$ cat src/rtl/alu_control_pipe.sv
`default_nettype none
// ============================================================================
// Module   : alu_control_pipe
// Purpose  : Registered ALU-control stage at the ID/EX boundary of a
//            pipelined MIPS datapath.
//            - Decodes ALUOp/Funct/Op into a 6-bit ALU control code.
//            - Holds the code in a pipeline register with valid, stall and
//              flush handling.
//            - Sequences a multi-cycle multiply, holding ID/IF while it runs.
// Params   : ALUCTL_W   - ALU control output width (>= 6, upper bits zero)
//            MUL_CYCLES - EX occupancy of MUL in cycles (>= 1)
// Ports    : Clk        in   rising-edge clock
//            Rst_n      in   asynchronous active-low reset
//            ALUOp      in   [1:0] class from main control
//            Funct      in   [5:0] instruction[5:0]
//            Op         in   [5:0] instruction[31:26]
//            InValid    in   ID holds a valid instruction
//            StallIn    in   downstream freeze, hold all state
//            Flush      in   kill ID/EX contents
//            ALUControl out  [ALUCTL_W-1:0] registered ALU control code
//            OutValid   out  ALUControl is valid for EX
//            MulBusy    out  multiply occupies EX, result not final
//            StallOut   out  ID/IF must hold their contents
//            Illegal    out  sticky unknown-encoding flag
// Macro    : ALUCTL_ILLEGAL_TRAP_EN - when defined, unknown encodings load an
//            invalid NOP and set the sticky Illegal flag; when undefined,
//            they load a NOP carrying InValid and Illegal stays 0.
// Revision : 1.0 - initial release
// ============================================================================
module alu_control_pipe #(
  parameter int ALUCTL_W   = 6,
  parameter int MUL_CYCLES = 4
) (
  input  logic                Clk,
  input  logic                Rst_n,
  input  logic [1:0]          ALUOp,
  input  logic [5:0]          Funct,
  input  logic [5:0]          Op,
  input  logic                InValid,
  input  logic                StallIn,
  input  logic                Flush,
  output logic [ALUCTL_W-1:0] ALUControl,
  output logic                OutValid,
  output logic                MulBusy,
  output logic                StallOut,
  output logic                Illegal
);

  localparam int CNT_W = $clog2(MUL_CYCLES) + 1;
  localparam logic [CNT_W-1:0] CNT_ONE  = CNT_W'(1);
  localparam logic [CNT_W-1:0] CNT_LOAD = CNT_W'(MUL_CYCLES - 1);
  localparam logic [5:0] CODE_NOP = 6'b000000;
  localparam logic [5:0] CODE_MUL = 6'b011000;

`ifdef ALUCTL_ILLEGAL_TRAP_EN
  localparam bit TRAP_EN = 1'b1;
`else
  localparam bit TRAP_EN = 1'b0;
`endif

  typedef enum logic [0:0] {
    IDLE     = 1'b0,
    MUL_BUSY = 1'b1
  } state_t;

  state_t           state, state_nx;
  logic [CNT_W-1:0] cnt, cnt_nx;
  logic [5:0]       code, code_nx;
  logic             valid, valid_nx;
  logic             illegal_flag, illegal_nx;

  logic [5:0]       dec_code;
  logic             dec_unknown;

  // Decode; unknown encodings produce the NOP code.
  always_comb begin
    dec_code    = CODE_NOP;
    dec_unknown = 1'b0;
    case (ALUOp)
      2'b00: begin
        case (Funct)
          6'b100000, 6'b100010, 6'b011000, 6'b100100, 6'b100101,
          6'b100111, 6'b100110, 6'b000000, 6'b000010, 6'b101010,
          6'b001000: dec_code = Funct;
          default:   dec_unknown = 1'b1;
        endcase
      end
      2'b01: begin
        case (Op)
          6'b101011, 6'b100011, 6'b001000, 6'b101000, 6'b100000,
          6'b101001, 6'b100001: dec_code = 6'b100000;
          6'b001100: dec_code = 6'b100100;   // ANDI
          6'b001101: dec_code = 6'b100101;   // ORI
          6'b001110: dec_code = 6'b100110;   // XORI
          6'b001010: dec_code = 6'b101010;   // SLTI
          6'b000001, 6'b000100, 6'b000101, 6'b000111,
          6'b000110: dec_code = Op;          // branches pass the opcode
          default:   dec_unknown = 1'b1;
        endcase
      end
      2'b10: begin
        case (Op)
          6'b000010: dec_code = 6'b000010;   // J
          6'b000011: dec_code = 6'b000011;   // JAL
          default:   dec_unknown = 1'b1;
        endcase
      end
      default: dec_unknown = 1'b1;
    endcase
  end

  // Next-state logic: Flush beats StallIn beats the normal state update.
  always_comb begin
    state_nx   = state;
    cnt_nx     = cnt;
    code_nx    = code;
    valid_nx   = valid;
    illegal_nx = illegal_flag;
    if (Flush) begin
      state_nx = IDLE;
      cnt_nx   = '0;
      code_nx  = CODE_NOP;
      valid_nx = 1'b0;
    end else if (!StallIn) begin
      case (state)
        IDLE: begin
          code_nx  = dec_code;
          valid_nx = InValid && !(TRAP_EN && dec_unknown);
          if (TRAP_EN && dec_unknown && InValid) begin
            illegal_nx = 1'b1;
          end
          // A single-cycle MUL never enters the busy state.
          if ((dec_code == CODE_MUL) && InValid && (MUL_CYCLES > 1)) begin
            state_nx = MUL_BUSY;
            cnt_nx   = CNT_LOAD;
          end
        end
        MUL_BUSY: begin
          cnt_nx = cnt - CNT_ONE;
          if (cnt == CNT_ONE) begin
            state_nx = IDLE;
          end
        end
        default: begin
          state_nx = IDLE;
          cnt_nx   = '0;
        end
      endcase
    end
  end

  always_ff @(posedge Clk or negedge Rst_n) begin
    if (!Rst_n) begin
      state        <= IDLE;
      cnt          <= '0;
      code         <= CODE_NOP;
      valid        <= 1'b0;
      illegal_flag <= 1'b0;
    end else begin
      state        <= state_nx;
      cnt          <= cnt_nx;
      code         <= code_nx;
      valid        <= valid_nx;
      illegal_flag <= illegal_nx;
    end
  end

  assign ALUControl = ALUCTL_W'(code);
  assign OutValid   = valid;
  assign MulBusy    = (state == MUL_BUSY);
  assign StallOut   = (state == MUL_BUSY);
  assign Illegal    = illegal_flag;

endmodule
`default_nettype wire

$ cat config.mk
export PLATFORM = sky130hd
export DESIGN_NAME = alu_control_pipe
export DESIGN_NICKNAME = d
export VERILOG_FILES = /design/src/rtl/alu_control_pipe.sv
export SDC_FILE = /design/constraint.sdc
export NUM_CORES = 1
export LEC_CHECK = 0
export CORE_MARGIN = 2
export CORE_UTILIZATION = 39
export DETAILED_ROUTE_END_ITERATION = 12
export PLACE_DENSITY = 0.75
export SLEW_MARGIN = 20
export SYNTH_ARGS = -nofsm -noshare
export SYNTH_HDL_FRONTEND = slang
export SYNTH_SLANG_ARGS = --single-unit
$ cat constraint.sdc
create_clock -name Clk -period 1.5 [get_ports Clk]
set_clock_uncertainty 0.15 [all_clocks]
set_input_delay 0.3 -clock Clk [delete_from_list [all_inputs] [get_ports Clk]]
set_output_delay 0.3 -clock Clk [all_outputs]
set_load 0.005 [all_outputs]
==> results of run 1 <==
==> cell type report <==
| type | instances | area, um2 | area share |
|---|---|---|---|
| Sequential cell | 11 | 275.3 | 0.1995 |
| Clock buffer | 4 | 26.28 | 0.01904 |
| Multi-Input combinational cell | 65 | 545.5 | 0.3953 |
| Tap cell | 27 | 33.78 | 0.02448 |
| Inverter | 5 | 18.77 | 0.01360 |
| Timing Repair Buffer | 56 | 480.5 | 0.3481 |
==> stage by stage <==
| stage | TNS [ns] | power, W | setup WS (ns) |
|---|---|---|---|
| global placement | -5.002 | 0.0005034 | -0.5839 |
| finish | 0 | 0.0007229 | 0.01144 |
| detailed placement | -5.632 | 0.0005081 | -0.6561 |
| CTS | 0 | 0.0007233 | 0.005045 |
| global route | -0.01730 | 0.0007664 | -0.01427 |
| floorplan | -0.08448 | 0.0003770 | -0.08448 |
==> placed cells by master (no fill, tap or decap), drive strengths merged, types with 2 or more instances in the layout <==
cell type,n
buf,31
dlygate4sd2,13
a311oi,3
a41oi,3
ha,2
nand3,8
a31oi,3
clkdlybuf4s15,2
clkbuf,4
dfrtp,11
nor3b,2
a21oi,4
o21bai,3
nand4,4
clkdlybuf4s50,6
nor2,7
o21ai,3
dlymetal6s2s,4
inv,5
nor2b,3
mux2i,2
nand2b,2
nand3b,2
==> what timing repair did <==
item	in CTS	in global routing
hold buffers	0	0
setup endpoints to repair	19	7
gates resized for setup	42	10
buffers inserted	6	1
gates cloned	0	0
pin swaps	13	8
==> final timing paths <==
check                      depth (start not counted)       endpoint     startpoint  slack [ns]
max reg2reg                                        5         cnt[2]         cnt[0]        0.07
min in group Clk                                   3  ALUControl[3]       Funct[3]        0.20
max                                                7  ALUControl[0]       Funct[0]        0.01
min                                                2        MulBusy          Rst_n        0.17
min reg2reg                                        2  ALUControl[4]  ALUControl[4]        0.40
max in group asynchronous                          2  ALUControl[1]          Rst_n        0.88
==> per-layer routing <==
metal,share of wire,up-vias,GRT usage
met1,0.40,432,0.2559
met5,0,-,0
met2,0.53,29,0.3995
li1,-,437,-
met3,0.040,6,0.01852
met4,0.023,0,0.1524
==> cell usage after synthesis <==
cell type / count / area share
o31a_1: 1 / 0.011
nand3b_1: 2 / 0.019
or2_1: 1 / 0.0080
nand2_1: 1 / 0.0048
maj3_1: 1 / 0.013
nor2b_1: 3 / 0.024
o211ai_1: 1 / 0.0096
a31oi_1: 3 / 0.024
ha_1: 2 / 0.032
conb_1: 1 / 0.0048
a221o_1: 1 / 0.013
nand2b_1: 2 / 0.016
and3_1: 1 / 0.0080
a21boi_0: 1 / 0.0096
a211oi_4: 1 / 0.026
nand4_1: 4 / 0.032
o32ai_1: 1 / 0.011
o21bai_1: 3 / 0.029
clkbuf_1: 5 / 0.024
nor3b_1: 2 / 0.019
nor4b_1: 1 / 0.011
o21ai_0: 3 / 0.019
a311oi_1: 3 / 0.034
mux2i_1: 2 / 0.026
o211a_1: 1 / 0.013
dfrtp_1: 11 / 0.35
buf_4: 2 / 0.019
nand3_1: 8 / 0.051
or3_1: 1 / 0.0080
a41oi_1: 2 / 0.022
inv_1: 5 / 0.024
a41oi_2: 1 / 0.021
a21oi_1: 4 / 0.026
nor2_1: 7 / 0.034
==> critical path: stages <==
cell and delay (ns):
clkdlybuf4s15_1 0.18, or2_4 0.24, a211oi_4 0.24, buf_6 0.15, buf_4 0.11, nand3_1 0.11, a41oi_2 0.20
==> state kept, by name (all words and copies together), names as in the netlist <==
name        flops
OutValid        1
ALUControl      6
MulBusy         1
cnt             3
==> power groups by stage <==
stage	Sequential, W	Combinational [W]	Clock, W
after floorplan	0.000315	0.0000624	0
after CTS	0.000308	0.000206	0.000209
final	0.000308	0.000210	0.000205
after global placement	0.000314	0.000190	0
after detailed placement	0.000314	0.000194	0
after global routing	0.000309	0.000227	0.000230
==> kinds of logic (layout without fill, tap and decap cells) <==
family / Yosys count / after routing / share of synthesized area
buffers and inverters: 12 / 65 / 0.06742
muxes: 2 / 2 / 0.02568
AOI/OAI and AO/OA: 26 / 26 / 0.2681
other: 1 / 1 / 0.004811
and+or+nand+nor: 33 / 33 / 0.2360
DFF: 11 / 11 / 0.3531
adders and majority gates: 3 / 3 / 0.04494
==> results by group, run 1 <==
Status
  • Status: complete, no violations

Timing
  • Hold Vio Cnt, Final: 0
  • Final min period: 1.489 ns
  • Max Freq: 671.8 MHz
  • Setup violations, final: 0
  • WHS: 0.1675 ns
  • RSZ-0062 raised after global routing: yes
  • Final Cycle Share: 0.9924
  • Max Transition Viols Final: 0

Clock network
  • Total clock sinks: 11
  • Clk root buf: clkbuf_4
  • Clk_lat worst skew: 0.27 ns
  • CTS tree: done
  • Clock-pin slew on the worst setup and hold paths: 0.08 ns
  • Clock Path Buffers: 2
  • H-tree lvl count: 1
  • Total CTS buffers: 3

Job
  • Maxcap violations: 0

Global route
  • Total Routing Usage GR: 0.2254
  • Largest net degree at the start of global routing: 12
  • Initial antenna violation count: 0
  • Vias in the first global route: 956
  • First-pass GRT wire length: 4.195 mm
  • Total congestion overflow: 0

Power
  • Max rail drop VDD: 291.9 uV
  • Sw frac: 0.2782
  • P per Cell Area: 523.8 nW/um2
  • Clk pwr share: 0.284
  • Cell internal pwr: 0.0005218 W
  • Net Switching: 0.0002011 W
  • Combinational Power Share: 0.290
  • Leakage Power: 0.6598 nW
  • Seq pwr share: 0.426

Synthesis
  • Netlist cell types: 34
  • Synthesized netlist cell count: 88
  • Post-synthesis sequential area ratio: 0.3531
  • Avg Inst Size Synth: 8.858 um2
  • Post-Syn Nets: 109
  • Netlist Area Pre-Place: 779.5 um2
  • Yosys Warn Count: 0
  • Yosys reg bits: 11

Worst setup path
  • Crit path DAT: 1.53 ns
  • Critical setup path kind: in2reg
  • Setup crit end kind: flip-flop
  • Worst Path Max Fanout: 7
  • Critical Path RT: 1.54 ns
  • Crit start category: primary input

Route
  • Residual DRC: 0
  • Vias: 904
  • Drt total wl: 2.434 mm
  • Wire per inst: 14.49 um
  • Vias/cell: 5.381
  • Post-route ant nets: 0
  • 1st-pass router iterations: 4
  • Initial DRC count: 22

Layout
  • Non-filler cells, final: 168
  • Layout Utilization: 0.7181
  • Layout cell share with drive strength beyond 1: 0.3759
  • ANT cells: 0
  • Layout Nets: 163
  • Final instance area: 1380 um2
  • Area Overhead vs Synth: 77.05%
  • Layout fillers: 152

Die
  • Std-Cell Rows: 16
  • Core area: 1922 um2
  • I/O pins: 29
  • Die Y: 48.71 um
  • Starting Density: 0.4056
  • Die Area: 2372 um2
  • Die Wd: 48.71 um

Placed design
  • Gpl congestion: 0.8389
  • Area after DPL: 1217 um2
  • DP HPWL: 1.707 mm
  • Number of cells after detailed placement: 157
  • Port buffer count: 27

Hold path
  • Hold Crit Class: in2async
No activity file was read; power rests on OpenSTA's default activity.
==> run 2, diff against run 1 <==
--- a/config.mk
+++ b/config.mk
@@ -5,10 +5,12 @@
 export SDC_FILE = /design/constraint.sdc
 export NUM_CORES = 1
 export LEC_CHECK = 0
+export CELL_PAD_IN_SITES_DETAIL_PLACEMENT = 2
+export CELL_PAD_IN_SITES_GLOBAL_PLACEMENT = 2
 export CORE_MARGIN = 2
-export CORE_UTILIZATION = 39
+export CORE_UTILIZATION = 22
 export DETAILED_ROUTE_END_ITERATION = 12
-export PLACE_DENSITY = 0.75
+export PLACE_DENSITY_LB_ADDON = 0.1
 export SLEW_MARGIN = 20
 export SYNTH_ARGS = -nofsm -noshare
 export SYNTH_HDL_FRONTEND = slang
==> run 2 against run 1 <==
Effect of this change: clock power increased by 2%; global-route usage decreased by 6.1 points; cell count increased by 15%; total power rose by 3.5%; maximum frequency fell by 0.56%; largest cell class unchanged; largest power group unchanged; wire length is 30% higher; sequential power barely moved; highest routed layer unchanged; non-clock buffer count up 7; via count up 5.4%; sequential share of layout area shrank 1.5 points; worst hold slack improved by 0.0077 ns; register-to-register slack worse by 0.05 ns.
==> results by group, run 2 (synthesis results as in run 1) <==
Status
  • Status: complete, no violations (unchanged)

Layout
  • Most common cell after layout, fill and taps aside: buf_4 (unchanged)
  • Most frequent cells in the layout: buf_4, dfrtp_1, dlygate4sd2_1 (was buf_4, dlygate4sd2_1, dfrtp_1)
  • ANT cells: 0 (unchanged)
  • Area Overhead vs Synth: 92.46% (was 77.05%)
  • FF+latch area: 276.5 um2 (was 275.3 um2)
  • Layout cell share with drive strength beyond 1: 0.4459 (was 0.3759)
  • Non-filler cells, final: 194 (was 168)
  • Layout Nets: 170 (was 163)
  • Layout fillers: 399 (was 152)
  • Final instance area: 1500 um2 (was 1380 um2)
  • Layout Utilization: 0.4461 (was 0.7181)
  • Multi-input gate area: 563.0 um2 (was 545.5 um2)
  • Largest register FFs: 6 (unchanged)

Placed design
  • Gpl congestion: 0.7783 (was 0.8389)
  • Post-place setup slack: -0.6634 ns (was -0.6561 ns)
  • Area after DPL: 1271 um2 (was 1217 um2)
  • Number of cells after detailed placement: 180 (was 157)
  • Port buffer count: 27 (unchanged)
  • DP HPWL: 2.254 mm (was 1.707 mm)

Clock network
  • Total clock sinks: 11 (unchanged)
  • Clock Path Buffers: 2 (unchanged)
  • Hold_buf cts: 0 (unchanged)
  • Total CTS buffers: 3 (unchanged)
  • CTS tree: done (unchanged)
  • Clk root buf: clkbuf_4 (unchanged)
  • Clock-pin slew on the worst setup and hold paths: 0.09 ns (was 0.08 ns)
  • H-tree lvl count: 1 (unchanged)
  • Clk_lat worst skew: 0.27 ns (about the same)

Route
  • Post-route ant nets: 0 (unchanged)
  • Residual DRC: 0 (unchanged)
  • Vias/cell: 4.912 (was 5.381)
  • Initial DRC count: 24 (was 22)
  • Drt total wl: 3.174 mm (was 2.434 mm)
  • 1st-pass router iterations: 4 (unchanged)
  • Wire per inst: 16.36 um (was 14.49 um)
  • Vias: 953 (was 904)

Hold path
  • Hold Crit Class: in2async (unchanged)

Power
  • Leakage Power: 0.7103 nW (was 0.6598 nW)
  • Max rail drop VDD: 142.7 uV (was 291.9 uV)
  • P per Cell Area: 498.7 nW/um2 (was 523.8 nW/um2)

Die
  • I/O pins: 29 (unchanged)
  • Die Area: 4035 um2 (was 2372 um2)
  • Die Y: 63.53 um (was 48.71 um)
  • Starting Density: 0.2318 (was 0.4056)
  • Std-Cell Rows: 21 (was 16)
  • Core area: 3363 um2 (was 1922 um2)
  • Die Wd: 63.53 um (was 48.71 um)

Global route
  • Vias in the first global route: 1037 (was 956)
  • First-pass GRT wire length: 5.285 mm (was 4.195 mm)
  • Initial antenna violation count: 0 (unchanged)
  • Largest net degree at the start of global routing: 13 (was 12)
  • Total Routing Usage GR: 0.1642 (was 0.2254)
  • Total congestion overflow: 0 (unchanged)

Timing
  • Max Transition Viols Final: 0 (unchanged)
  • RSZ-0062 raised after global routing: yes (unchanged)
  • Final min period: 1.497 ns (was 1.489 ns)
  • Post-layout worst setup margin: 0.003090 ns (was 0.01144 ns)
  • Hold Vio Cnt, Final: 0 (unchanged)
  • Setup violations, final: 0 (unchanged)
  • Max Freq: 668.0 MHz (was 671.8 MHz)
  • Final Cycle Share: 0.9979 (was 0.9924)

Worst setup path
  • Reg2reg setup slack: 0.02 ns (was 0.07 ns)
  • Setup crit end kind: flip-flop (unchanged)
  • Crit path DAT: 1.51 ns (was 1.53 ns)
  • Critical setup path kind: in2reg (unchanged)
  • Worst Path Max Fanout: 7 (unchanged)
  • Crit start category: primary input (unchanged)
  • Critical Path RT: 1.51 ns (was 1.54 ns)

Job
  • Maxcap violations: 0 (unchanged)
[run 2: per-layer routing]
layer | global-route usage | routed length [um]
met2 | 0.3092 | 1807
met5 | 0 | 0
met4 | 0.04891 | 34
met3 | 0.005357 | 58
met1 | 0.2002 | 1275
[run 2: cell type report]
type,count,share of cell area
multi-input combinational,65,0.3753
clock inverter,1,0.003336
clock buffer,3,0.01501
timing repair buffer,63,0.3711
sequential,11,0.1843
tap,46,0.03837
inverter,5,0.01251
[run 2: path summary, 6_finish.rpt]
kind / start / to / depth (start not counted)
hold / removal: Rst_n / ALUControl[5] / 2
max in group asynchronous: Rst_n / ALUControl[0] / 2
min in group Clk: Funct[2] / ALUControl[2] / 3
hold reg to reg: ALUControl[5] / ALUControl[5] / 2
setup / recovery: Funct[0] / cnt[2] / 6
setup reg to reg: MulBusy / cnt[1] / 5
[run 2: repair_timing]
| action | in CTS | in global routing |
|---|---|---|
| setup endpoints to repair | 19 | 12 |
| cloned | 0 | 1 |
| resized for setup | 37 | 34 |
| buffers inserted | 5 | 4 |
| pin swaps | 11 | 10 |
[run 2: where the power goes]
part / total (W) / internal, W / switching, W / leakage (nW)
Clock: 0.000210 / 0.0000985 / 0.000112 / 0.0177
Combinational: 0.000229 / 0.000124 / 0.000105 / 0.544
Sequential: 0.000309 / 0.000304 / 0.00000461 / 0.149
[run 2: per-stage QoR]
stage | hold slack (ns) | total power, W | setup TNS [ns]
finish | 0.1752 | 0.0007481 | 0
global route | 0.1897 | 0.0007940 | -0.05038
CTS | 0.1726 | 0.0007465 | 0
detailed placement | 0.3995 | 0.0005219 | -5.814
global placement | 0.3850 | 0.0005161 | -5.184
floorplan | -0.1456 | 0.0003770 | -0.08448
[run 2: worst max-delay path, stage by stage]
cell and delay [ns]:
buf_6 0.09, or2_4 0.24, a211oi_4 0.24, buf_6 0.17, a41oi_4 0.14, o31a_1 0.32
